<file path="src/rtl/mux_share_arbiter.sv">
// Round-robin arbiter that shares one byte port between two requesters.
// It drives the downstream mux select and holds one output register with a valid/ready handshake.
module mux_share_arbiter #(
  parameter int unsigned DATA_W   = 8,
  parameter int unsigned MAX_HOLD = 4
) (
  input  logic              clk,
  input  logic              rst,
  input  logic              req1,
  input  logic [DATA_W-1:0] data1,
  output logic              ack1,
  input  logic              req2,
  input  logic [DATA_W-1:0] data2,
  output logic              ack2,
  output logic              sel,
  output logic [DATA_W-1:0] out_data,
  output logic              out_valid,
  input  logic              out_ready,
  output logic              busy
);

  localparam int unsigned CntW = $clog2(MAX_HOLD + 1);
  localparam logic [CntW-1:0] MaxCnt = CntW'(MAX_HOLD);

  typedef enum logic [1:0] {StIdle, StG1, StG2} state_e;

  state_e              state_q, state_d;
  logic                sel_q, sel_d;
  // Set when requester 2 held the most recent grant.
  logic                last2_q, last2_d;
  logic [CntW-1:0]     cnt_q, cnt_d;
  logic [DATA_W-1:0]   out_data_q, out_data_d;
  logic                out_valid_q, out_valid_d;

  logic            can_load;
  logic            accept;
  logic [CntW-1:0] cnt_inc;
  logic            go1, go2;

  assign can_load = !out_valid_q || out_ready;
  assign ack1     = (state_q == StG1) && req1 && can_load;
  assign ack2     = (state_q == StG2) && req2 && can_load;
  assign accept   = ack1 || ack2;
  assign cnt_inc  = (cnt_q == MaxCnt) ? cnt_q : cnt_q + CntW'(1);

  assign sel       = sel_q;
  assign out_data  = out_data_q;
  assign out_valid = out_valid_q;
  assign busy      = (state_q != StIdle);

  always_comb begin
    state_d = state_q;
    sel_d   = sel_q;
    last2_d = last2_q;
    cnt_d   = cnt_q;
    go1     = 1'b0;
    go2     = 1'b0;

    unique case (state_q)
      StIdle: begin
        if (req1 && (!req2 || last2_q)) begin
          go1 = 1'b1;
        end else if (req2) begin
          go2 = 1'b1;
        end
      end
      StG1: begin
        if (!req1) begin
          if (req2) go2 = 1'b1;
          else      state_d = StIdle;
        end else if (req2 && (ack1 ? (cnt_inc == MaxCnt) : (cnt_q == MaxCnt))) begin
          go2 = 1'b1;
        end
      end
      StG2: begin
        if (!req2) begin
          if (req1) go1 = 1'b1;
          else      state_d = StIdle;
        end else if (req1 && (ack2 ? (cnt_inc == MaxCnt) : (cnt_q == MaxCnt))) begin
          go1 = 1'b1;
        end
      end
      default: state_d = StIdle;
    endcase

    if (accept) cnt_d = cnt_inc;

    // Grant entry overrides the beat count update of the final beat.
    if (go1) begin
      state_d = StG1;
      sel_d   = 1'b0;
      last2_d = 1'b0;
      cnt_d   = '0;
    end else if (go2) begin
      state_d = StG2;
      sel_d   = 1'b1;
      last2_d = 1'b1;
      cnt_d   = '0;
    end
  end

  always_comb begin
    out_data_d  = out_data_q;
    out_valid_d = out_valid_q;
    if (accept) begin
      out_data_d  = ack2 ? data2 : data1;
      out_valid_d = 1'b1;
    end else if (out_valid_q && out_ready) begin
      out_valid_d = 1'b0;
    end
  end

  always_ff @(posedge clk) begin
    if (rst) begin
      state_q     <= StIdle;
      sel_q       <= 1'b0;
      last2_q     <= 1'b1;
      cnt_q       <= '0;
      out_data_q  <= '0;
      out_valid_q <= 1'b0;
    end else begin
      state_q     <= state_d;
      sel_q       <= sel_d;
      last2_q     <= last2_d;
      cnt_q       <= cnt_d;
      out_data_q  <= out_data_d;
      out_valid_q <= out_valid_d;
    end
  end

endmodule

</file>
<file path="config.mk">
export PLATFORM = sky130hd
export DESIGN_NAME = mux_share_arbiter
export DESIGN_NICKNAME = d
export VERILOG_FILES = /design/src/rtl/mux_share_arbiter.sv
export SDC_FILE = /design/constraint.sdc
export NUM_CORES = 1
export LEC_CHECK = 0
export ABC_AREA = 1
export CORE_ASPECT_RATIO = 0.7
export CORE_UTILIZATION = 30
export CTS_CLUSTER_SIZE = 10
export DETAILED_ROUTE_END_ITERATION = 10
export PLACE_DENSITY = 0.66
export REMOVE_ABC_BUFFERS = 1
export SLEW_MARGIN = 20
export SYNTH_ARGS = -nofsm -noshare
export SYNTH_HDL_FRONTEND = slang
export SYNTH_SLANG_ARGS = --single-unit
</file>
<file path="constraint.sdc">
create_clock -name clk -period 2.4 [get_ports clk]
set_input_delay 0.24 -clock clk [delete_from_list [all_inputs] [get_ports clk]]
set_output_delay 0.24 -clock clk [all_outputs]
set_load 0.03 [all_outputs]
</file>
After elaboration in Yosys (flattened, before gate mapping)
Index checks and enable logic that the tools add are counted.
Widths: inputs -> output; s select.
{ "totals": {"reg_bits": 16, "in_bits": 21, "elab_cells": 68} }
{ "op_classes": {"n_addsub": 1, "n_eq_ne": 14, "muxes": 25, "reduce_logical": 21} }
{ "ops": {"columns": ["op", "count"], "rows": [
  ["$ne 4x4->1 const B", 4],
  ["$mux 1", 15],
  ["$ne 3x3->1 const B", 5],
  ["$mux 2", 5],
  ["$reduce_and 5->1", 2],
  ["$logic_and 1x1->1", 8],
  ["$mux 8", 1],
  ["$eq 3x3->1 const B", 2],
  ["$pmux 2 s3", 1],
  ["$reduce_bool 2->1", 3],
  ["$pmux 1 s2", 2],
  ["$add 3x1->3 const B", 1],
  ["$logic_or 1x1->1", 3],
  ["$mux 3", 1],
  ["$reduce_or 3->1", 1],
  ["$eq 2x1->1 const B", 1],
  ["$eq 2x2->1 const B", 1],
  ["$logic_not 1->1", 2],
  ["$logic_not 2->1", 1],
  ["$ne 2x2->1 const B", 1],
  ["$reduce_or 2->1", 1]
]} }

Depth between registers and ports, before layout
{ "depth": {"ltp_word": 10, "mapped_depth": 13} }

Least setup slack after synthesis
OpenSTA, ideal clock, no wires.
{ "synth_path": {"path_kind": "register to register", "startpoint": "reg out_valid_q (netlist: out_valid)", "endpoint": "reg out_data_q[0] (netlist: out_data[0])", "arrival_ns": 1.642, "t_required_ns": 2.326, "slack_ns": 0.684, "path_stages_with_launch": 9, "period_less_slack_ns": 1.716, "cell_sequence": "dfxtp_1 -> nand2_2 -> inv_1 -> nor3_2 -> or2_1 -> buf_6 -> buf_6 -> o21ai_1 -> a31oi_1"} }
{ "synth_between": {"elab_chain_len": 4, "word_cells_on_any_way": 6, "classes_between": "mux (1); reduce/logical (5)"} }
{ "synth_rtl": {"columns": ["item", "line_no", "rtl"], "rows": [
  ["start: declaration", "33", "logic out_valid_q, out_valid_d;"],
  ["start signal: assignment", "127", "out_valid_q <= out_valid_d;"],
  ["$logic_not 1->1", "40", "assign can_load = !out_valid_q || out_ready;"],
  ["$logic_or 1x1->1", "40", null],
  ["$logic_and 1x1->1", "41", "assign ack1 = (state_q == StG1) && req1 && can_load;"],
  ["net ack1", "11", "output logic ack1,"],
  ["$logic_or 1x1->1", "43", "assign accept = ack1 || ack2;"],
  ["end signal: assignment", "126", "out_data_q <= out_data_d;"],
  ["end: declaration", "32", "logic [DATA_W-1:0] out_data_q, out_data_d;"]
]} }
The timed path passes the listed nets, and every way through them passes these cells.
A chain may end at the register's enable or synchronous reset.

Final worst setup path
{ "layout_path": {"startpoint": "in req1", "endpoint": "out ack1"} }
{ "layout_between": {"elab_chain_len": 2} }
{ "layout_rtl": {"columns": ["item", "line_no", "rtl"], "rows": [
  ["start: declaration", "9", "input logic req1,"],
  ["$logic_and 1x1->1 (2 in series)", "41", null],
  ["end: declaration", "11", null]
]} }
Every way passes these cells.

==> impl_results.md <==
* Setup slack, reg-to-reg at 0.61 ns
* Tcrit/Tclk final at 0.873
* Crit path required time at about 2.2 ns
* Yosys cell types at 21
* Worst Hold Class: register to register
* Post-synth EDFFs at 0
* Largest net degree at the start of global routing at 18
* Fmax at 477 MHz
* Avg Vias per Cell at 4.51
* DRC at 0
* CP dominant cell by count: clkdlybuf4s50_1
* Initial DRC count at 29
* DRT antenna net count at 0
* Nets at 183
* Bufs on Longest Clock Path at 2
* Synth top area share at 0.363
* Worst-Margin Slew at 0.353 ns
* Finish-stage setup viols at 0
* Die Span Y at 47.4 um
* # port buffers at 33
* Clk slew on worst S/H paths at 0.06 ns
* Post-CTS Setup Inserts at 0
* RSZ-0062 raised after global routing: no
* Max-Cap Viols at 0
* Layout Cells excl Fill at 194
* Max Clock Skew at between 0.003 and 0.004 ns
* CTS tree: done
* Syn_area_per_cell at about 7 um2
* Congestion Overflow GR at 0
* Syn. warnings at 0
* Cell Area, Synth at 882 um2
* Final min period at around 2.1 ns
* Starting Density at 0.315
* # hold bufs at CTS at 0
* Area growth syn-to-layout at 42.4%
* Top cells by area, synth: dfxtp_1 36%, nand2_1 15%, inv_1 7.7%
* Top-count cell post-synth: nand2_1
* Largest stage delay, worst path at just over 0.7 ns
* Critical path arrival at 1.86 ns
* Initial antenna violation count at 0
* Post-synth top flop: dfxtp_1
* Clock sinks at 16
* Chip width at roughly 67 um
* PwrDens at 572 nW/um2
* Min-delay src: sel
* Vias in the first global route at a little under 800
* CTS Buf Count at 3
* Critical path capture point type: primary output
* Routability cong. at 0.833
* Status: finished clean
* Layout cells sized above 1 at 0.0886
* Placed insts at around 190
* Slew HR at 0.765
* Count of final hold-check violations at 0
* Routed WL at 2000 um
* Slowest cell on crit path: clkdlybuf4s50_1
* Final Max Slew Viols at 0
* Setup CP Type: primary input to primary output
* Post-cts resize count at 0
* Clock Latency Late Sink at 0.24 ns
* Setup crit start kind: primary input
* DRT Pass-1 Iters at 4
* Gr usage total at 0.145
* H-tree depth at 1
* Die area at 3160 um2
* #FFs+latches synth at 16
* Post-synth ARST share at 0
* Core area at 2800 um2
* Sum Neg Setup Slack at 0 ns
* Critical R2R Launch: state_q[1]
* Num rows at 16
* N_diodes at 0
* DR WL/cell at 10.3 um
* Filler cells at 294
* HPWL after DPL at 1580 um
* Sequential area share after synthesis at 0.363
* Critical path origin: req1
* Area leader, netlist: dfxtp_1
* Pleak at 0.534 nW
* Crit path max fanout at 6
* VDD IR max at 0.320 mV
* Via count at between 800 and 900
* CP Cell Sequence: clkdlybuf4s50_1 -> inv_1 -> nor3_2 -> clkdlybuf4s50_1
* CTS root buf: clkbuf_8
* Ports at 34
* First-pass GRT wire length at 3320 um
* Syn Inst Count at 126
* Commonest cells in the netlist: 36 x nand2_1, 18 x inv_1, 16 x dfxtp_1, 10 x a31oi_1, 10 x o21ai_1
[where the power goes]
part	leakage (nW)	total, mW	internal, mW	switching [mW]
Sequential	0.131	0.304	0.290	0.0137
Clock	0.0216	0.195	0.111	0.0839
Combinational	0.382	0.221	0.0986	0.122
[through the flow]
step | util | power [mW] | instance area, um2 | hold WS (ns) | setup slack, ns
detailed placement | 0.433 | 0.530 | 1210 | 0.457 | 0.298
global route | 0.448 | 0.761 | 1260 | 0.504 | 0.227
global placement | 0.433 | 0.527 | 1210 | 0.452 | 0.322
CTS | 0.448 | 0.731 | 1260 | 0.475 | 0.298
finish | 0.448 | 0.719 | 1260 | 0.474 | 0.304
floorplan | - | 0.431 | 832 | 0.309 | 0.365
[cells in the final DEF, fill, tap and decap left out, types with 3 or more instances in the layout]
cell type | netlist | layout
clkbuf_8 | 0 | 3
inv_1 | 18 | 18
nand2_1 | 36 | 36
dfxtp_1 | 16 | 16
o21ai_2 | 3 | 3
o21ai_1 | 10 | 10
nand3_1 | 8 | 8
nor2_1 | 6 | 6
clkdlybuf4s50_1 | 0 | 33
a31oi_1 | 10 | 10
[layout make-up]
cell class                      count  area, um2  area share
Timing Repair Buffer               34        338       0.269
Clock buffer                        3       41.3      0.0329
Tap cell                           36       45.0      0.0359
Inverter                           20       77.6      0.0618
Multi-Input combinational cell     85        434       0.346
Sequential cell                    16        320       0.255
[registers in the layout (all words and copies together) (netlist names)]
name,cells
last2_q,1
out_data,8
sel,1
state_q,2
cnt_q,3
out_valid,1
[path summary, 6_finish.rpt]
path | depth (start not counted) | to
worst max register to register | 8 | out_data[5]
worst max-delay path | 4 | ack1
worst min register to register | 2 | sel
worst min-delay path | 2 | sel
[layer usage]
layer / track usage / share of wire / vias up
met5: 0 / 0 / -
met4: 0.0638 / 0.0060 / 0
met3: 0.0437 / 0.054 / 2
met2: 0.261 / 0.44 / 19
met1: 0.164 / 0.49 / 381
li1: - / - / 473
[worst max-delay path: cells and delay by family]
kind	cells	cell delay [ns]
AND/OR/NAND/NOR	1	0.26
buffers and inverters	3	1.36
[kinds of logic after synthesis]
group,count (synthesis),synth area share
simple gates,56,0.284
compound gates,27,0.180
buf+inv,25,0.145
flops,16,0.363
fa+ha+maj,2,0.0284
Note: power is estimated with default switching activity, not from simulation.
